<file path="src/rtl/ex_stage.sv">
// ex_stage: execute stage of the 5-stage pipeline.
//
// Purpose:
//   Computes the single-cycle logic results (AND/OR) and drives the ex-stage
//   bypass (wd/wreg/wdata) back to decode in the same cycle. When the EX_DIV_EN
//   macro is defined, it also runs a multi-cycle radix-2 restoring divider for
//   DIV/DIVU and holds the front of the pipeline with stallreq_o while busy.
//   If EX_DIV_EN is undefined, DIV/DIVU behave as NOP and the divider outputs
//   are tied low.
//
// Ports:
//   clk, rst     pipeline clock, synchronous active-high reset
//   flush        synchronous flush, aborts any divide in flight
//   aluop_i      operation code from id_ex
//   alusel_i     result class select
//   reg1_i       operand 1 (dividend for DIV/DIVU)
//   reg2_i       operand 2 (divisor for DIV/DIVU)
//   wd_i, wreg_i destination address / write enable
//   wd_o, wreg_o, wdata_o  to ex_mem and decode bypass
//   whilo_o      HI/LO write enable (only in the divider's result cycle)
//   hi_o, lo_o   remainder, quotient
//   stallreq_o   request to hold pc/if_id/id_ex

module ex_stage #(
    parameter int unsigned DIV_CYCLES = 32
) (
    input  logic        clk,
    input  logic        rst,
    input  logic        flush,
    input  logic [7:0]  aluop_i,
    input  logic [2:0]  alusel_i,
    input  logic [31:0] reg1_i,
    input  logic [31:0] reg2_i,
    input  logic [4:0]  wd_i,
    input  logic        wreg_i,
    output logic [4:0]  wd_o,
    output logic        wreg_o,
    output logic [31:0] wdata_o,
    output logic        whilo_o,
    output logic [31:0] hi_o,
    output logic [31:0] lo_o,
    output logic        stallreq_o
);

    localparam logic [7:0] EXE_AND_OP    = 8'h24;
    localparam logic [7:0] EXE_OR_OP     = 8'h25;
    localparam logic [2:0] EXE_RES_LOGIC = 3'b001;

    // ------------------------------------------------------------------
    // Logic path and bypass
    // ------------------------------------------------------------------
    logic [31:0] logic_res;

    always_comb begin
        logic_res = 32'd0;
        unique case (aluop_i)
            EXE_AND_OP: logic_res = reg1_i & reg2_i;
            EXE_OR_OP:  logic_res = reg1_i | reg2_i;
            default:    logic_res = 32'd0;
        endcase
    end

    always_comb begin
        wd_o    = 5'd0;
        wreg_o  = 1'b0;
        wdata_o = 32'd0;
        if (!rst) begin
            wd_o   = wd_i;
            wreg_o = wreg_i;
            if (alusel_i == EXE_RES_LOGIC) begin
                wdata_o = logic_res;
            end
        end
    end

`ifdef EX_DIV_EN
    // ------------------------------------------------------------------
    // Iterative divider
    // ------------------------------------------------------------------
    localparam logic [7:0] EXE_DIV_OP  = 8'h1A;
    localparam logic [7:0] EXE_DIVU_OP = 8'h1B;
    localparam int unsigned CntW = $clog2(DIV_CYCLES + 1);

    typedef enum logic [1:0] {DivFree, DivByZero, DivOn, DivEnd} div_state_e;

    div_state_e      state_q, state_d;
    logic [CntW-1:0] cnt_q, cnt_d;
    // quo_q starts as the dividend magnitude; its MSB shifts into the partial
    // remainder each step while quotient bits shift in at the LSB.
    logic [31:0]     quo_q, quo_d;
    logic [31:0]     rem_q, rem_d;
    logic [31:0]     divisor_q, divisor_d;
    logic            neg_quo_q, neg_quo_d;
    logic            neg_rem_q, neg_rem_d;

    logic        is_div;
    logic        is_signed;
    logic [31:0] op1_abs;
    logic [31:0] op2_abs;
    logic [32:0] shifted;
    logic [33:0] trial;

    assign is_div    = (aluop_i == EXE_DIV_OP) || (aluop_i == EXE_DIVU_OP);
    assign is_signed = (aluop_i == EXE_DIV_OP);
    assign op1_abs   = (is_signed && reg1_i[31]) ? (~reg1_i + 32'd1) : reg1_i;
    assign op2_abs   = (is_signed && reg2_i[31]) ? (~reg2_i + 32'd1) : reg2_i;

    // Trial subtraction; trial[33] set means the divisor did not fit.
    assign shifted = {rem_q, quo_q[31]};
    assign trial   = {1'b0, shifted} - {2'b00, divisor_q};

    always_comb begin
        state_d   = state_q;
        cnt_d     = cnt_q;
        quo_d     = quo_q;
        rem_d     = rem_q;
        divisor_d = divisor_q;
        neg_quo_d = neg_quo_q;
        neg_rem_d = neg_rem_q;

        unique case (state_q)
            DivFree: begin
                if (is_div) begin
                    cnt_d = '0;
                    if (reg2_i == 32'd0) begin
                        state_d   = DivByZero;
                        quo_d     = 32'd0;
                        rem_d     = 32'd0;
                        neg_quo_d = 1'b0;
                        neg_rem_d = 1'b0;
                    end else begin
                        state_d   = DivOn;
                        quo_d     = op1_abs;
                        rem_d     = 32'd0;
                        divisor_d = op2_abs;
                        neg_quo_d = is_signed && (reg1_i[31] ^ reg2_i[31]);
                        neg_rem_d = is_signed && reg1_i[31];
                    end
                end
            end
            DivByZero: state_d = DivEnd;
            DivOn: begin
                if (trial[33]) begin
                    rem_d = shifted[31:0];
                end else begin
                    rem_d = trial[31:0];
                end
                quo_d = {quo_q[30:0], ~trial[33]};
                cnt_d = cnt_q + CntW'(1);
                if (cnt_q == CntW'(DIV_CYCLES - 1)) begin
                    state_d = DivEnd;
                end
            end
            DivEnd:  state_d = DivFree;
            default: state_d = DivFree;
        endcase

        // Flush overrides every transition, including a new issue.
        if (flush) begin
            state_d = DivFree;
            cnt_d   = '0;
        end
    end

    always_ff @(posedge clk) begin
        if (rst) begin
            state_q   <= DivFree;
            cnt_q     <= '0;
            quo_q     <= 32'd0;
            rem_q     <= 32'd0;
            divisor_q <= 32'd0;
            neg_quo_q <= 1'b0;
            neg_rem_q <= 1'b0;
        end else begin
            state_q   <= state_d;
            cnt_q     <= cnt_d;
            quo_q     <= quo_d;
            rem_q     <= rem_d;
            divisor_q <= divisor_d;
            neg_quo_q <= neg_quo_d;
            neg_rem_q <= neg_rem_d;
        end
    end

    always_comb begin
        whilo_o    = 1'b0;
        hi_o       = 32'd0;
        lo_o       = 32'd0;
        stallreq_o = 1'b0;
        if (!rst) begin
            stallreq_o = is_div && (state_q != DivEnd);
            if (state_q == DivEnd) begin
                whilo_o = 1'b1;
                lo_o    = neg_quo_q ? (~quo_q + 32'd1) : quo_q;
                hi_o    = neg_rem_q ? (~rem_q + 32'd1) : rem_q;
            end
        end
    end
`else
    // Divider disabled: clk and flush have no consumers.
    logic unused_div;
    assign unused_div = clk ^ flush;

    assign whilo_o    = 1'b0;
    assign hi_o       = 32'd0;
    assign lo_o       = 32'd0;
    assign stallreq_o = 1'b0;
`endif

endmodule

</file>
<file path="config.mk">
export PLATFORM = sky130hd
export DESIGN_NAME = ex_stage
export DESIGN_NICKNAME = d
export VERILOG_FILES = /design/src/rtl/ex_stage.sv
export SDC_FILE = /design/constraint.sdc
export NUM_CORES = 1
export LEC_CHECK = 0
export CAP_MARGIN = 30
export CORE_MARGIN = 10
export CORE_UTILIZATION = 25
export DETAILED_ROUTE_END_ITERATION = 12
export GPL_TIMING_DRIVEN = 1
export PLACE_DENSITY = 0.88
export SLEW_MARGIN = 20
export SYNTH_ARGS = -nofsm -noshare
export SYNTH_HDL_FRONTEND = slang
export SYNTH_SLANG_ARGS = --single-unit
</file>
<file path="constraint.sdc">
create_clock -name vclk -period 2
set_clock_uncertainty 0.2 [all_clocks]
set_input_delay 0.5 -clock vclk [all_inputs]
set_output_delay 0.5 -clock vclk [all_outputs]
set_load 0.02 [all_outputs]
</file>
### Word level (Yosys, flattened, before mapping)

Index checks and enable logic that the tools add are counted.

* bitwise operators: 2
* mux-type cells: 5
* eq/ne operators: 3

Operators with widths (number)
* $mux W32: 2
* $pmux W32 S2: 1
* $and A32 B32 Y32: 1
* $or A32 B32 Y32: 1
* $eq A8 B6 Y1 const B: 2
* $mux W5: 1
* $eq A3 B1 Y1 const B: 1
* $mux W1: 1

* output and inout port bits: 104
* register bits: 0
* bits of input ports: 84
* logic and storage cells: 10

### Depth between registers and ports, before layout

Gate-level depths: netlist (run 1).

* depth in word-level cells: 4
* gate-level depth with buffers: 3
* depth with buffers taken out: 2

### Least setup slack after synthesis (run 1)

OpenSTA, ideal clock, no wires.

* path type: input to output
* start point: in alusel_i[2]
* end point: out wdata_o[10]
* arrival: 1.331 ns
* stages: 3
* data required time: 1.300 ns
* path slack: -0.031 ns
* cell sequence: and4bb_2 -> clkbuf_1 -> and4_1

* cells in the longest elaborated chain, start to end: 3

RTL lines
* from (decl): RTL line 31 `input logic [2:0] alusel_i,`
* $eq A3 B1 Y1: RTL line 70 `if (alusel_i == EXE_RES_LOGIC) begin`
* $mux W32: RTL line 70
* $mux W32: RTL line 67 `if (!rst) begin`
* to (decl): RTL line 38 `output logic [31:0] wdata_o,`

Every way passes these cells.

### Worst setup path after layout (run 1)

* start point: in aluop_i[7]
* end point: out wdata_o[31]

* cells in the longest elaborated chain, start to end: 4
* elaborated cells on any way between the ends: 5

RTL lines
* from (decl): RTL line 30 `input logic [7:0] aluop_i,`
* $eq A8 B6 Y1: RTL line 56 `unique case (aluop_i)`
* $pmux W32 S2 (*): RTL line 56
* $mux W32 (*): RTL line 70
* $mux W32 (*): RTL line 67

Mark *: on every way between the ends. The rest lies on a longest branch, timed or not.

==> results of run 1 <==
==> metal layers <==
| layer | wire [um] | share of wire (%) | up-vias | GRT usage [%] |
|---|---|---|---|---|
| met3 | 705 | 10 | 0 | 5.93 |
| met5 | 0 | 0 | - | 0 |
| met2 | 3620 | 52 | 105 | 28.5 |
| met4 | 0 | 0 | 0 | 0 |
| li1 | - | - | 687 | - |
| met1 | 2580 | 37 | 699 | 16.4 |
==> cell usage after synthesis <==
master and n:
nor4_4 1, clkbuf_1 6, buf_4 66, and4_1 30, buf_2 2, maj3_1 32
clkbuf_2 1, and2b_2 6, and4bb_2 1, nor3b_2 1, and4_2 2, conb_1 1
buf_6 3
==> final cells by class <==
class	count	area share [%]
Tap cell	67	3.05
Timing Repair Buffer	146	57.8
Multi-Input combinational cell	139	39.1
==> path summary, 6_finish.rpt <==
| path | end | slack (ns) | cells past startpoint |
|---|---|---|---|
| setup / recovery | wdata_o[31] | -0.25 | 6 |
| hold / removal | wdata_o[2] | 1.39 | 4 |
==> through the flow <==
step / utilization [%] / TNS, ns / total power, W / cells
finish: 57.1 / -7.13 / 0.000453 / 352
global route: 57.1 / -8.46 / 0.000482 / 352
CTS: 57.8 / -8.05 / 0.000454 / 355
detailed placement: 48.8 / -36.62 / 0.000386 / 333
global placement: 48.8 / -35.98 / 0.000379 / 333
floorplan: - / -0.487 / 0.000286 / 217
==> power by group <==
group,switching (W),internal (W)
Combinational,0.000226,0.000228
Sequential,0,0
Clock,0,0
Total,0.000226,0.000228
==> worst max-delay path: cells and delay by family <==
family	cells	cell delay, ns
buf+inv	4	0.46
simple gates	2	0.59
==> timing repair <==
action                                 CTS  global route
resized for setup                      366            13
pin swaps                               28            16
setup buffers                           10             1
cloned                                  12             0
endpoints found under the hold margin    0             0
setup endpoints to repair               38            32
==> kinds of logic (layout without fill, tap and decap cells) <==
logic type / count (synthesis) / after routing
other: 1 / 66
buffers and inverters: 78 / 146
and+or+nand+nor: 41 / 41
adders and majority gates: 32 / 32
==> impl_metrics.json, run 1 <==
{
  "max_freq_mhz": 445,
  "dp_slack_ns": -1.05,
  "critPathLaunch": "aluop_i[7]",
  "placed_area_um2": 2350,
  "dieArea_um2": 8340,
  "synth_cell_type_count": 13,
  "yosys.area_share.simple_pct": 30.0,
  "setup_violations": 32,
  "final_cell_mix": "conb_1 (66), buf_6 (46), clkdlybuf4s50_1 (45), and4_4 (32), maj3_2 (31)",
  "fin_nets": 371,
  "stdcell_area_um2": 2750,
  "grt.overflow.total": 0,
  "fillCellCount": 437,
  "synth_top_family_by_area": "buffers and inverters",
  "syn-cell-area_um2": 1270,
  "synth_compound_area_share_pct": 0,
  "vias": 1491,
  "max_stage_delay_ns": 0.38,
  "seq_cells": 0,
  "syn_to_final_growth_pct": 116,
  "final_common_cell": "conb_1",
  "multi_input_area_um2": 1080,
  "synth_area_leaders": "buf_4 (39%), maj3_1 (25%), and4_1 (21%)",
  "hold_viol": 0,
  "violations": "negative setup slack",
  "dr.first_iter.drc_count": 27,
  "hold_class": "in2out",
  "slew_viol_final": 0,
  "hold_buffers": 0,
  "drive_above_1_share_pct": 51.2,
  "io_pins": 188,
  "crit_path_frequent_cell": "buf_6",
  "core-area_um2": 4820,
  "synth_area_leader_cell": "buf_4",
  "synth.area.mux_share_pct": 0,
  "status": "complete, but fails checks",
  "worstPathArrival_ns": 1.55,
  "crit_chain": "buf_6 -> and4bb_4 -> buf_12 -> buf_16 -> and4_4 -> buf_6",
  "fin_ws_ns": -0.247,
  "synth_xor_area_share_pct": 0,
  "worstSetupPathType": "in2out",
  "ys_seq_area_share_pct": 0,
  "yosysWarnings": 0,
  "grt_use_total_pct": 15.1,
  "drcViolationCount": 0,
  "routed_wl_mm": 6.91,
  "hpwl_mm": 4.94,
  "synth-adder-area-share_pct": 25.2,
  "grt_pass1_vias": 1762,
  "cp-start-kind": "primary input",
  "crit_required_ns": 1.30,
  "wl_per_cell_um": 19.6,
  "avgSynthCellArea_um2": 8.37,
  "cp_slowest_cell": "and4bb_4",
  "diodes": 0,
  "grt_setup_unrepaired": "true",
  "die_y_um": 91.3,
  "routabilityCongestion": 0.723,
  "maxCapViolCount": 0,
  "synth_cells": 152,
  "n_clock_buffer": 0,
  "power_per_cell_area_nw_per_um2": 165,
  "portBuffers": 120,
  "chipWidth_um": 91.3,
  "fin_crit_ns": 2.25,
  "fin_hold_ws_ns": 1.39,
  "worst_hold_startpoint": "reg2_i[2]",
  "p_leak_nw": 1.33,
  "rows": 25,
  "viasPerCell": 4.24,
  "path_max_fanout": 8,
  "first_pass_iters": 4,
  "seq_area_um2": 0,
  "finalCritPeriodShare_pct": 112,
  "yosysTopAreaCellShare_pct": 38.9,
  "antenna_found_initial": 0,
  "ant_nets": 0,
  "grt_max_degree": 10,
  "grt_pass1_wl_mm": 10.3,
  "endpoint_kind": "primary output",
  "vdd_drop_max_mv": 0.119,
  "initial_core_util_pct": 26.4
}
No activity file was read; power rests on OpenSTA's default activity.
==> inputs of run 2 (changes only) <==
CORE_ASPECT_RATIO = 1.25   (was default)
GPL_ROUTABILITY_DRIVEN = 1   (was default)
==> run 2 against run 1 <==
- the run still ends with negative setup slack left
- combinational power is 9.1% lower
- via count is 1.1% higher
- die area is 0.21% higher
- first-iteration DRC count is 41% lower
- non-clock buffer count is 3 lower
- cell count is 2.3% lower
- sequential share of layout area stayed put
- critical endpoint is now wdata_o[21]
- largest power group unchanged
- highest routed layer is now met4
==> impl_metrics.json, run 2 (synthesized netlist as in run 1, its figures left out) <==
{
  "max_freq_mhz": 447,
  "p_leak_nw": 1.43,
  "initial_core_util_pct": 25.4,
  "fillCellCount": 471,
  "crit_required_ns": 1.30,
  "drive_above_1_share_pct": 51.1,
  "cp-start-kind": "primary input",
  "seq_area_um2": 0,
  "multi_input_area_um2": 1080,
  "final_cell_mix": "conb_1 (66), buf_6 (50), dlygate4sd2_1 (33), maj3_2 (32), and4_4 (32)",
  "wl_met2_mm": 3.37,
  "endpoint_kind": "primary output",
  "chipWidth_um": 83.8,
  "n_clock_buffer": 0,
  "diodes": 0,
  "max_stage_delay_ns": 0.40,
  "worstPathBufferInverterCount": 2,
  "ant_nets": 0,
  "io_pins": 188,
  "fin_ws_ns": -0.239,
  "vias": 1507,
  "routabilityCongestion": 0.747,
  "dieArea_um2": 8360,
  "portBuffers": 120,
  "viasPerCell": 4.38,
  "grt_setup_unrepaired": "true",
  "grt_use_total_pct": 14.2,
  "hold_class": "in2out",
  "path_max_fanout": 1,
  "setup_violations": 32,
  "vdd_drop_max_mv": 0.103,
  "met3WireLength_um": 991,
  "dp_slack_ns": -1.06,
  "dr.first_iter.drc_count": 16,
  "grt_max_degree": 10,
  "fin_nets": 368,
  "grt_pass1_wl_mm": 9.89,
  "power_per_cell_area_nw_per_um2": 157,
  "cp_slowest_cell": "clkdlybuf4s50_1",
  "finalCoreUtilization_pct": 52.4,
  "fin_crit_ns": 2.24,
  "violations": "negative setup slack",
  "worstSetupPathType": "in2out",
  "drcViolationCount": 0,
  "finalCritPeriodShare_pct": 112,
  "final_common_cell": "conb_1",
  "critPathTopFamily": "buffers and inverters",
  "highest_layer": "met4",
  "dpl.cell_count": 331,
  "core-area_um2": 5010,
  "rows": 29,
  "crit_chain": "clkdlybuf4s50_1 -> maj3_2 -> and4_4 -> buf_6",
  "hpwl_mm": 5.16,
  "syn_to_final_growth_pct": 106,
  "slew_viol_final": 0,
  "wl_per_cell_um": 19.2,
  "wl_met1_mm": 2.10,
  "die_y_um": 99.8,
  "stdcell_count": 344,
  "first_pass_iters": 4,
  "maxCapViolCount": 0,
  "seq_cells": 0,
  "antenna_found_initial": 0,
  "routed_wl_mm": 6.60,
  "status": "complete, but fails checks",
  "worstPathArrival_ns": 1.54,
  "grt_pass1_vias": 1840,
  "grt.overflow.total": 0,
  "hold_viol": 0
}
[run 2: cell types whose count changed in the layout (fill, tap and decap cells not counted), sizes merged]
cell / before / now
clkdlybuf4s50: 45 / 15
dlygate4sd2: 18 / 33
dlymetal6s2s: 7 / 22
buf: 73 / 69
clkbuf: 0 / 1
[run 2: worst paths after layout]
kind,start,endpoint,depth (start not counted)
hold / removal,reg1_i[24],wdata_o[24],4
setup / recovery,reg1_i[21],wdata_o[21],4
[run 2: stage by stage]
stage               setup TNS, ns  hold slack [ns]  cell area, um2  power [W]
global route                -7.61             1.40            2620   0.000444
global placement           -36.02             1.91            2340   0.000381
finish                      -6.04             1.38            2620   0.000412
detailed placement         -36.64             1.92            2340   0.000386
CTS                         -6.81             1.43            2630   0.000420
floorplan                  -0.487            0.982            1550   0.000286
[run 2: timing repair]
item                       in CTS  in global routing
pin swaps                      49                 39
gates cloned                   10                  0
setup endpoints to repair      38                 32
hold buffers                    0                  0
buffers inserted                5                  0
gates resized for setup       388                 23
[run 2: area by class of cell]
| class | count | area share (%) |
|---|---|---|
| tap | 62 | 2.96 |
| timing repair buffer | 143 | 56.0 |
| multi-input combinational | 139 | 41.1 |
[run 2: routing by layer]
metal / up-vias / global-route usage (%)
met5: - / 0
met4: 0 / 1.68
met3: 12 / 8.67
met2: 125 / 26.9
met1: 690 / 12.9
li1: 680 / -
[run 2: tightest hold or removal path, stage by stage]
cell	delay, ns
dlymetal6s2s_1	0.09
maj3_2	0.16
and4_4	0.22
buf_6	0.11
[run 2: power by group]
group	leakage, nW	internal (W)	switching [W]	total, W
Clock	0	0	0	0
Sequential	0	0	0	0
Combinational	1.43	0.000191	0.000221	0.000412
